$ cat src/rtl/sync_fifo_pkg.sv
// Shared helpers for the single-clock programmable FIFO: width derivation and
// reset values of the registered status flags.
package sync_fifo_pkg;

    function automatic int clog2(input int value);
        int r;
        r = 0;
        while ((1 << r) < value) r++;
        return r;
    endfunction

    localparam logic RST_RVALID     = 1'b0;
    localparam logic RST_WFULL      = 1'b0;
    localparam logic RST_REMPTY     = 1'b1;
    localparam logic RST_PROG_FULL  = 1'b0;
    localparam logic RST_PROG_EMPTY = 1'b1;
    localparam logic RST_ERR        = 1'b0;

endpackage

$ cat src/rtl/sync_fifo_wrap_ptr.sv
// Modulo-DEPTH binary pointer with increment enable; wraps DEPTH-1 -> 0 so
// non-power-of-two depths need no extra address translation.
module sync_fifo_wrap_ptr
    import sync_fifo_pkg::*;
#(
    parameter int DEPTH = 48,
    localparam int AW = (clog2(DEPTH) < 1) ? 1 : clog2(DEPTH)
) (
    input  logic          clk,
    input  logic          rst_n,
    input  logic          inc,
    output logic [AW-1:0] ptr
);

    localparam logic [AW-1:0] LAST = AW'(DEPTH - 1);

    always_ff @(posedge clk or negedge rst_n) begin
        if (!rst_n) begin
            ptr <= '0;
        end else if (inc) begin
            ptr <= (ptr == LAST) ? '0 : ptr + 1'b1;
        end
    end

endmodule

$ cat src/rtl/sync_fifo_prog.sv
// Single-clock FIFO, arbitrary depth, exact count and programmable watermarks.
// Sticky overflow/underflow flags exist only when SYNC_FIFO_PROG_ERR_EN is defined.
module sync_fifo_prog
    import sync_fifo_pkg::*;
#(
    parameter int DSIZE = 32,
    parameter int DEPTH = 48,
    localparam int CW = clog2(DEPTH + 1)
) (
    input  logic             clk,
    input  logic             rst_n,
    input  logic             wreq,
    input  logic [DSIZE-1:0] wdata,
    input  logic             rreq,
    output logic [DSIZE-1:0] rdata,
    output logic             rvalid,
    output logic             wfull,
    output logic             rempty,
    output logic [CW-1:0]    number,
    input  logic [CW-1:0]    prog_full_thresh,
    input  logic [CW-1:0]    prog_empty_thresh,
    output logic             prog_full,
    output logic             prog_empty,
    input  logic             err_clr,
    output logic             overflow,
    output logic             underflow
);

    localparam int AW = (clog2(DEPTH) < 1) ? 1 : clog2(DEPTH);

    logic [DSIZE-1:0] mem [DEPTH];
    logic [AW-1:0]    wptr;
    logic [AW-1:0]    rptr;
    logic             push_ok;
    logic             pop_ok;
    logic [CW-1:0]    number_nxt;

    // A push into a full FIFO rides on a same-cycle pop; a pop never falls through.
    assign pop_ok  = rreq & ~rempty;
    assign push_ok = wreq & (~wfull | pop_ok);

    always_comb begin
        number_nxt = number;
        case ({push_ok, pop_ok})
            2'b10:   number_nxt = number + 1'b1;
            2'b01:   number_nxt = number - 1'b1;
            default: number_nxt = number;
        endcase
    end

    sync_fifo_wrap_ptr #(.DEPTH(DEPTH)) u_wptr (
        .clk   (clk),
        .rst_n (rst_n),
        .inc   (push_ok),
        .ptr   (wptr)
    );

    sync_fifo_wrap_ptr #(.DEPTH(DEPTH)) u_rptr (
        .clk   (clk),
        .rst_n (rst_n),
        .inc   (pop_ok),
        .ptr   (rptr)
    );

    always_ff @(posedge clk) begin
        if (push_ok) begin
            mem[wptr] <= wdata;
        end
    end

    // Flags are loaded from the next count so they move on the same edge as number.
    always_ff @(posedge clk or negedge rst_n) begin
        if (!rst_n) begin
            rdata      <= '0;
            rvalid     <= RST_RVALID;
            number     <= '0;
            wfull      <= RST_WFULL;
            rempty     <= RST_REMPTY;
            prog_full  <= RST_PROG_FULL;
            prog_empty <= RST_PROG_EMPTY;
        end else begin
            number     <= number_nxt;
            wfull      <= (number_nxt == CW'(DEPTH));
            rempty     <= (number_nxt == '0);
            prog_full  <= (number_nxt >= prog_full_thresh);
            prog_empty <= (number_nxt <= prog_empty_thresh);
            rvalid     <= pop_ok;
            if (pop_ok) begin
                rdata <= mem[rptr];
            end
        end
    end

`ifdef SYNC_FIFO_PROG_ERR_EN
    always_ff @(posedge clk or negedge rst_n) begin
        if (!rst_n) begin
            overflow  <= RST_ERR;
            underflow <= RST_ERR;
        end else if (err_clr) begin
            overflow  <= 1'b0;
            underflow <= 1'b0;
        end else begin
            if (wreq & wfull & ~pop_ok) overflow  <= 1'b1;
            if (rreq & rempty)          underflow <= 1'b1;
        end
    end
`else
    logic unused_err_clr;
    assign unused_err_clr = err_clr;
    assign overflow       = 1'b0;
    assign underflow      = 1'b0;
`endif

endmodule

$ cat config.mk
export PLATFORM = sky130hd
export DESIGN_NAME = sync_fifo_prog
export DESIGN_NICKNAME = d
export VERILOG_FILES = /design/src/rtl/sync_fifo_pkg.sv /design/src/rtl/sync_fifo_wrap_ptr.sv /design/src/rtl/sync_fifo_prog.sv
export SDC_FILE = /design/constraint.sdc
export NUM_CORES = 1
export LEC_CHECK = 0
export CAP_MARGIN = 20
export CORE_UTILIZATION = 52
export CTS_CLUSTER_SIZE = 30
export DETAILED_ROUTE_END_ITERATION = 12
export GPL_TIMING_DRIVEN = 1
export PLACE_DENSITY = 0.79
export SYNTH_ARGS = -nofsm -noshare
export SYNTH_HDL_FRONTEND = slang
export SYNTH_SLANG_ARGS = --single-unit
$ cat constraint.sdc
create_clock -name clk -period 8.55 [get_ports clk]
set_input_delay 2.1375 -clock clk [delete_from_list [all_inputs] [get_ports clk]]
set_output_delay 2.1375 -clock clk [all_outputs]
set_load 0.02 [all_outputs]
Word level (Yosys, flattened, before mapping)
Memory sizes are Yosys's and may differ from the RTL's. A register that Yosys moved wholly into a read port is not among the register bits.
Cells that the tools add are included.
{"block": "totals", "memories": 1, "input_bits": 49, "elab_cells": 32, "ramBits": 1536, "register_bits": 23}
{"name": "mem", "depth": 48, "width": 32, "rd": 1, "rd_clocked_by_memory_dff": 1, "write_ports": 1, "line_no": "sync_fifo_prog.sv:31", "source": "logic [DSIZE-1:0] mem [DEPTH];"}
{"block": "classes", "n_addsub": 4, "magnitude_cmp": 2, "eq_ne": 5, "n_bitwise": 5, "mux": 5, "n_reduce_logical": 2}
{"operator": "adder 6 x 1 -> 6 bit, second input constant", "n": 3}
{"operator": "== test 6 bit, second input constant", "n": 3}
{"operator": "two-way mux 6 bit", "n": 2}
{"operator": "one-hot mux 6 bit (2 select lines)", "n": 1}
{"operator": "greater-or-equal comparator 6 bit", "n": 1}
{"operator": "<= comparator 6 bit", "n": 1}
{"operator": "logical NOT 6 bit", "n": 1}
{"operator": "subtractor 6 x 1 -> 6 bit, second input constant", "n": 1}
{"operator": "AND 1 bit", "n": 2}
{"operator": "== test 2 x 1 -> 1 bit, second input constant", "n": 1}
{"operator": "== test 2 bit, second input constant", "n": 1}
{"operator": "two-way mux 1 bit", "n": 2}
{"operator": "inverter 1 bit", "n": 2}
{"operator": "logical NOT 1 bit", "n": 1}
{"operator": "OR 1 bit", "n": 1}

Depth between registers and ports, before layout
Gate-level depths: netlist of run 1.
{"block": "depth", "ltp_word": 7, "depth_mapped": 18}

Cells and area by module
A second synthesis of run 1 with hierarchy kept.
{"block": "unflattened", "hier_cells": 2814, "hier_area_um2": 61599.1}
{"mod": "sync_fifo_prog", "cells_each": 2760, "area_each_um2": 61018.5, "instances": 1, "seq_area_each_um2": 47202.8}
{"mod": "sync_fifo_wrap_ptr", "cells_each": 27, "area_each_um2": 290.3, "instances": 2, "seq_area_each_um2": 150.1}

Worst setup path before layout of run 1
OpenSTA, ideal clock, no wires.
{"block": "synth_timing", "path_type": "input -> register", "from": "input rreq", "to": "register prog_empty", "stages": 18, "required_time_ps": 8473, "arrival_ps": 5024, "setup_slack_ps": 3448, "setup_ps": 77, "path_buffers": 2, "path_cell_list": "nand2b_1 > buf_2 > a21boi_2 > inv_1 > ha_1 > buf_2 > xor2_1 > ha_1 > a21oi_1 > xor2_1 > nor2_1 > xor2_1 > ha_1 > o21a_1 > o21a_1 > o21a_1 > o21a_1 > o22ai_1"}
{"block": "synth_via", "elab_chain_cells": 6, "elab_cells_between_ends": 7, "cone_classes": "order compare: 1; eq/ne: 2; mux: 1; bitwise: 3"}
{"element": "from (decl)", "line_no": "sync_fifo_prog.sv:14", "source": "input logic rreq,"}
{"element": "AND 1 bit (*)", "line_no": "sync_fifo_prog.sv:39", "source": "assign pop_ok = rreq & ~rempty;"}
{"element": "OR 1 bit", "line_no": "sync_fifo_prog.sv:40", "source": "assign push_ok = wreq & (~wfull | pop_ok);"}
{"element": "AND 1 bit", "line_no": "sync_fifo_prog.sv:40"}
{"element": "== test 2 x 1 -> 1 bit / == test 2 bit (equally long branches)", "line_no": "sync_fifo_prog.sv:44", "source": "case ({push_ok, pop_ok})"}
{"element": "one-hot mux 6 bit (2 select lines) (*)", "line_no": "sync_fifo_prog.sv:44"}
{"element": "named net number_nxt[2]", "line_no": "sync_fifo_prog.sv:36", "source": "logic [CW-1:0] number_nxt;"}
{"element": "<= comparator 6 bit (*)", "line_no": "sync_fifo_prog.sv:86", "source": "prog_empty <= (number_nxt <= prog_empty_thresh);"}
{"element": "to (signal assigned)", "line_no": "sync_fifo_prog.sv:86"}
{"element": "to (decl)", "line_no": "sync_fifo_prog.sv:23", "source": "output logic prog_empty,"}
The timed path passes the listed nets; every way through them passes the cells marked *.
A chain may end at the register's enable or synchronous reset.

Final worst setup path of run 1
{"block": "layout_timing", "from": "input rreq", "to": "register prog_full"}
{"block": "layout_via", "elab_chain_cells": 6, "elab_cells_between_ends": 7, "cone_classes": "order compare: 1; eq/ne: 2; mux: 1; bitwise: 3"}
{"element": "AND 1 bit (*)", "line_no": "sync_fifo_prog.sv:39"}
{"element": "named net pop_ok", "line_no": "sync_fifo_prog.sv:35", "source": "logic pop_ok;"}
{"element": "OR 1 bit", "line_no": "sync_fifo_prog.sv:40"}
{"element": "AND 1 bit", "line_no": "sync_fifo_prog.sv:40"}
{"element": "== test 2 x 1 -> 1 bit / == test 2 bit (equally long branches)", "line_no": "sync_fifo_prog.sv:44"}
{"element": "one-hot mux 6 bit (2 select lines) (*)", "line_no": "sync_fifo_prog.sv:44"}
{"element": "named net number_nxt[4]", "line_no": "sync_fifo_prog.sv:36"}
{"element": "greater-or-equal comparator 6 bit (*)", "line_no": "sync_fifo_prog.sv:85", "source": "prog_full <= (number_nxt >= prog_full_thresh);"}
{"element": "to (signal assigned)", "line_no": "sync_fifo_prog.sv:85"}
{"element": "to (decl)", "line_no": "sync_fifo_prog.sv:22", "source": "output logic prog_full,"}
Marked as above.

==> metrics.md, run 1 <==
| Metric | Value |
|---|---|
| Outcome | finished, final reports clean |
| Setup slack, reg-to-reg | 4.33 ns |
| Max VDD drop | 0.3181 mV |
| Achievable Freq | 183.2 MHz |
| Number of gates resized after cts | 0 |
| Row Count | 125 |
| Max stage delay on crit path | 0.64 ns |
| Nets@finish | 3047 |
| Mapped Area | 60960 sq um |
| 1st-pass router iterations | 6 |
| CTS root buffer | clkbuf_16 |
| Starting DRT DRC Count | 3697 |
| Post-Syn Area per Cell | 21.85 sq um |
| Cell area after layout | 69470 sq um |
| Tcrit/Tclk final | 63.84% |
| Critical path's slowest cell | buf_4 |
| Mapped Cells | 2790 |
| Crit path required time | 9.18 ns |
| Total grt overflow | 0 |
| Overall power | 21.67 mW |
| Clock sinks | 1591 |
| Number of global-route vias before repair | 30780 |
| Reg2Reg Depth | 15 |
| Layout cell share with drive strength beyond 1 | 22.96% |
| Final Util | 59.78% |
| Drt wl/cell | 31.18 um |
| Placement-stage cell area | 64320 sq um |
| CTS Buf Count | 152 |
| First-pass GRT wire length | 209100 um |
| Most common cell in the netlist | edfxtp_1 |
| Clock latency on the worst-skew pair | 0.77 ns |
| Multiplexer share of the synthesized area | 15.45% |
| Largest cells by area after synthesis | edfxtp_1 (76%), mux4_2 (12%), mux2i_1 (3.4%) |
| Xor-xnor portion of the synthesized cell area | 0.1580% |
| Setup CP Type | in2reg |
| Core area | 116200 sq um |
| Hold Crit Class | reg2reg |
| Hold Path End | number[5] |
| Capturing element type of the critical path | register |
| Post-DP HPWL | 76480 um |
| RR Endpoint | prog_full |
| Ys flop type | edfxtp_1 |
| Global route hottest layer | met2 |
| Grt met3 use | 4.872% |
| Drc violations | 0 |
| Synth Area in Adders | 0.3448% |
| Worst-Margin Slew | 1.292 ns |
| Post-synth top area share | 75.66% |
| Final clock skew | 0.02976 ns |
| Commonest cells post-synth | edfxtp_1 (1536), mux4_2 (326), mux2i_1 (205), a22oi_1 (92), a21oi_1 (70) |
| RSZ-0062 raised after global routing | false |
| Hold path depth | 1 |
| Reg2reg start | rempty |
| Die outline height | 344.4 um |
| Slew headroom | 13.88% |
| Max Root-Sink Buffers | 3 |
| Met1 Use GR | 32.63% |
| GRT Util Overall | 24.56% |
| Number of synthesized register bits | 1591 |
| Via density | 6.516 |
| Pin count of the biggest net entering global routing | 148 |
| Unique masters post-synth | 57 |
| Vias | 30160 |
| Final hold vios | 0 |
| ANT nets after route | 0 |
| Number of synthesized flops with an enable pin | 1536 |
| Final setup fails | 0 |
| CP dominant cell by count | ha_1 |
| Post-CTS Setup Bufs | 0 |
| TNS Setup | 0 ns |
| Post-synthesis simple-gate area fraction | 1.112% |
| Main combinational cell family by area after synthesis | multiplexers |
| GPL Wtd Cong | 0.8624 |
| Routed wire length | 144300 um |
| Fillers | 7614 |
| Worst-path clk slew | 0.06 ns |
| TritonCTS clock tree | built |
| Area leader, netlist | edfxtp_1 |
| Critical path peak fanout | 63 |
| Initial antenna violation count | 2 |
| Leak | 21.98 nW |
| Area delta synth->final | 13.96% |
| Die footprint | 118600 sq um |
| Register area share after synthesis | 77.92% |
| I/O Buffers | 90 |
| Ant. Diodes | 0 |
| # hold bufs at CTS | 0 |
| CTS H-Tree Depth | 4 |
| Final Max Tran Viols | 0 |
| Compound-Gate Fraction of Synth Area | 3.676% |
| Worst Path Arrival | 6.09 ns |
| Cell Pwr Density | 311.9 nW/um^2 |
| Asr flop ratio synth | 3.457% |
| Maxcap violations | 0 |
| Global routing usage on met2 | 39.50% |
| Yosys warns | 0 |
| Crit-path cells | clkdlybuf4s50_1 > nand2b_2 > buf_4 > inv_2 > ha_1 > xor2_1 > ha_1 > nand2_1 > nor2_1 > o21ai_0 > a21o_1 > xnor2_1 > ha_1 > a21oi_1 > o21ai_0 > maj3_1 |
| Starting Density | 52.46% |
| Worst Hold Launch | number[5] |
| Post-route minimum period | 5.458 ns |
| IO Pins | 94 |
| DIE WIDTH | 344.4 um |
| Startpoint types | input pin |
-- where the power goes --
part / internal [mW] / total [mW] / switching [mW]
Sequential: 8.97 / 9.42 / 0.459
Combinational: 2.41 / 5.51 / 3.10
Clock: 3.93 / 6.73 / 2.80
Total: 15.3 / 21.7 / 6.36
-- registers in the layout, indices dropped and copies added, names as in the netlist --
register,flops
prog_full,1
rdata,32
wfull,1
u_wptr.ptr,6
number,6
mem,1536
rvalid,1
prog_empty,1
u_rptr.ptr,6
rempty,1
-- worst max-delay path: cells and delay by family --
| family | cells | cell delay, ns |
|---|---|---|
| AO/OA/AOI/OAI | 4 | 0.54 |
| adder cells (fa/ha/maj) | 4 | 1.26 |
| XOR/XNOR | 2 | 0.55 |
| AND/OR/NAND/NOR | 3 | 0.26 |
| buffers and inverters | 3 | 1.33 |
-- cells by family after synthesis --
kind of cell / count (synthesis)
and+or+nand+nor: 144
other: 1
xor gates and xnor gates: 11
buffers and inverters: 171
muxes: 533
AOI/OAI and AO/OA: 322
DFF: 1591
adders and majority gates: 17
-- per-stage QoR --
| stage | worst slack (ns) | cells | hold slack, ns |
|---|---|---|---|
| after floorplan | 3.448 | 2791 | 0.5426 |
| after global placement | 2.296 | 4331 | 0.5150 |
| after detailed placement | 2.360 | 4343 | 0.5024 |
| after CTS | 3.152 | 4620 | 0.5115 |
| after global routing | 2.779 | 4629 | 0.5221 |
| final | 3.092 | 4629 | 0.5115 |
-- cell type report --
cell class | instances | area [sq um] | area share, %
Multi-Input combinational cell | 1029 | 13040 | 18.77
Clock inverter | 71 | 778.2 | 1.120
Tap cell | 1524 | 1907 | 2.745
Sequential cell | 1591 | 47520 | 68.40
Inverter | 13 | 48.80 | 0.07024
Clock buffer | 206 | 4203 | 6.050
Timing Repair Buffer | 195 | 1974 | 2.842
-- metal layers --
layer  vias up  wire (um)
li1      12170          -
met5         -          0
met3       311      14500
met2      1980      71100
met4         0       6510
met1     15710      52240
-- worst max path at each step --
stage | endpoint | cells after the start | from
2_1_floorplan | prog_empty | 18 | rreq
6_report | prog_full | 16 | rreq
4_1_cts | prog_full | 16 | rreq
5_1_grt | prog_full | 16 | rreq
3_3_place_gp | prog_full | 16 | rreq
3_5_place_dp | prog_full | 16 | rreq
-- cells in the final DEF (no fill, tap or decap), types with 40 or more instances in the layout --
master / count
a21oi_1: 70
edfxtp_1: 1536
dfrtp_1: 48
clkbuf_16: 157
a22oi_1: 92
mux2i_1: 205
clkbuf_1: 40
buf_4: 81
clkdlybuf4s50_1: 88
nor2_4: 48
mux4_2: 326
(Power assumes the default switching activity.)
==> run 2: changes to the inputs <==
Clock period 8.55 ns to 5.3 ns, I/O delays scaled along.
==> metrics.md, run 2 (synthesized netlist as in run 1, its figures left out) <==
| Metric | Value |
|---|---|
| Max stage delay on crit path | 0.48 ns |
| Hold Crit Class | in2async |
| Worst setup margin | 1.187 ns |
| Clock sinks | 1591 |
| Maxcap violations | 0 |
| Final setup fails | 0 |
| Pin count of the biggest net entering global routing | 128 |
| Cell Pwr Density | 499.1 nW/um^2 |
| Top Registers | mem: 1536 flops, rdata: 32 flops |
| Post-DP HPWL | 77410 um |
| Row Count | 125 |
| Number of gates resized after cts | 0 |
| TNS Setup | 0 ns |
| Final hold vios | 0 |
| Startpoint types | input pin |
| Leak | 21.92 nW |
| GRT Util Overall | 24.12% |
| Worst Path Arrival | 4.73 ns |
| Crit. Startpoint | rreq |
| Vias | 30030 |
| Worst-Margin Slew | 1.190 ns |
| CTS H-Tree Depth | 4 |
| Setup CP Type | in2reg |
| DIE WIDTH | 344.4 um |
| Tcrit/Tclk final | 77.60% |
| Kind of cell adding the most delay to the critical path | adder cells |
| Nets@finish | 3057 |
| Critical path peak fanout | 8 |
| Core area | 116200 sq um |
| CTS Buf Count | 152 |
| Routed wire length | 140800 um |
| Placement-stage cell area | 64340 sq um |
| Outcome | finished, final reports clean |
| Reg2reg start | u_rptr.ptr[2] |
| Post-CTS Setup Bufs | 0 |
| Commonest non-fill, non-tap cell in the layout | edfxtp_1 |
| Slew headroom | 19.81% |
| Bufs and invs on worst path | 2 |
| Crit path required time | 5.92 ns |
| Post-route minimum period | 4.113 ns |
| Starting Density | 52.46% |
| Crit-path cells | clkdlybuf4s50_1 > nand2b_2 > a21boi_2 > inv_1 > ha_1 > xor2_1 > ha_1 > nand2_1 > nor2_1 > o21ai_0 > a21o_1 > xnor2_1 > ha_1 > a21oi_1 > o21ai_0 > maj3_1 |
| Cell Count, Final, Fillers Out | 4638 |
| GPL Wtd Cong | 0.8487 |
| I/O Buffers | 90 |
| Die outline height | 344.4 um |
| Cell area after layout | 69220 sq um |
| Drc violations | 0 |
| Worst-path clk slew | 0.06 ns |
| Commonest cells after routing, fill and taps aside | edfxtp_1 (1536), mux4_2 (326), mux2i_1 (205) |
| Max VDD drop | 0.5419 mV |
| 1st-pass router iterations | 7 |
| Area delta synth->final | 13.54% |
| Post-Place Worst Slack | 0.4834 ns |
| Final Util | 59.57% |
| Max Root-Sink Buffers | 3 |
| Critical path's slowest cell | clkdlybuf4s50_1 |
| CP dominant cell by count | ha_1 |
| Clock latency on the worst-skew pair | 0.76 ns |
| Initial antenna violation count | 2 |
| First-pass GRT wire length | 206700 um |
| Final clock skew | 0.02129 ns |
| Total grt overflow | 0 |
| TritonCTS clock tree | built |
| Max reg flops | 1536 |
| Capturing element type of the critical path | register |
| Number of global-route vias before repair | 31260 |
| Dpl cells | 4359 |
| ANT nets after route | 0 |
| IO Pins | 94 |
| Via density | 6.476 |
| Achievable Freq | 243.1 MHz |
| Starting DRT DRC Count | 3635 |
| Layout cell share with drive strength beyond 1 | 23.13% |
| # hold bufs at CTS | 0 |
| Final Max Tran Viols | 0 |
| RSZ-0062 raised after global routing | false |
| Die footprint | 118600 sq um |
| Top reg by flops | mem |
| CTS root buffer | clkbuf_16 |
| Drt wl/cell | 30.36 um |
## run 2: cell types whose count changed in the layout (fill, tap and decap cells not counted), sizes merged
| cell | previous run | this run |
|---|---|---|
| buf | 106 | 117 |
| bufinv | 16 | 11 |
| clkbuf | 207 | 208 |
| clkinv | 48 | 47 |
| diode | 0 | 1 |
| inv | 19 | 21 |
## run 2: path summary, 6_finish.rpt
check	cells after the start	end	slack (ns)
worst max-delay path	16	prog_full	1.19
worst max register to register	6	rdata[17]	1.67
worst min register to register	1	rdata[1]	0.52
max in group asynchronous	2	u_rptr.ptr[2]	3.78
min in group clk	1	rdata[1]	0.52
worst min-delay path	1	rvalid	0.49
## run 2: stage by stage
| stage | power (mW) | hold slack (ns) |
|---|---|---|
| after floorplan | 21.16 | 0.5426 |
| after global placement | 23.78 | 0.5013 |
| after detailed placement | 24.06 | 0.5179 |
| after CTS | 34.63 | 0.4628 |
| after global routing | 35.63 | 0.4878 |
| final | 34.54 | 0.4949 |
## run 2: report_power, final
| group | switching [mW] | leakage (nW) | internal [mW] | total [mW] |
|---|---|---|---|---|
| logic | 4.94 | 5.08 | 3.87 | 8.81 |
| clock network | 4.51 | 2.36 | 6.04 | 10.5 |
| registers | 0.717 | 14.5 | 14.5 | 15.2 |
## run 2: final cells by class
cell class | instances | area [sq um]
Inverter | 13 | 48.80
Multi-Input combinational cell | 1029 | 13040
Tap cell | 1524 | 1907
Timing Repair Buffer | 205 | 1882
Antenna cell | 1 | 2.502
Clock inverter | 67 | 661.9
Clock buffer | 208 | 4158
Sequential cell | 1591 | 47520
Fill cell | 7719 | 46990
## run 2: per-layer routing
| metal | up-vias | track usage (%) | part of all wire [%] |
|---|---|---|---|
| met5 | - | 0 | 0 |
| met4 | 0 | 9.255 | 3.5 |
| met3 | 265 | 4.652 | 9.8 |
| met2 | 1816 | 39.11 | 49 |
| met1 | 15770 | 32.64 | 37 |
| li1 | 12180 | - | - |
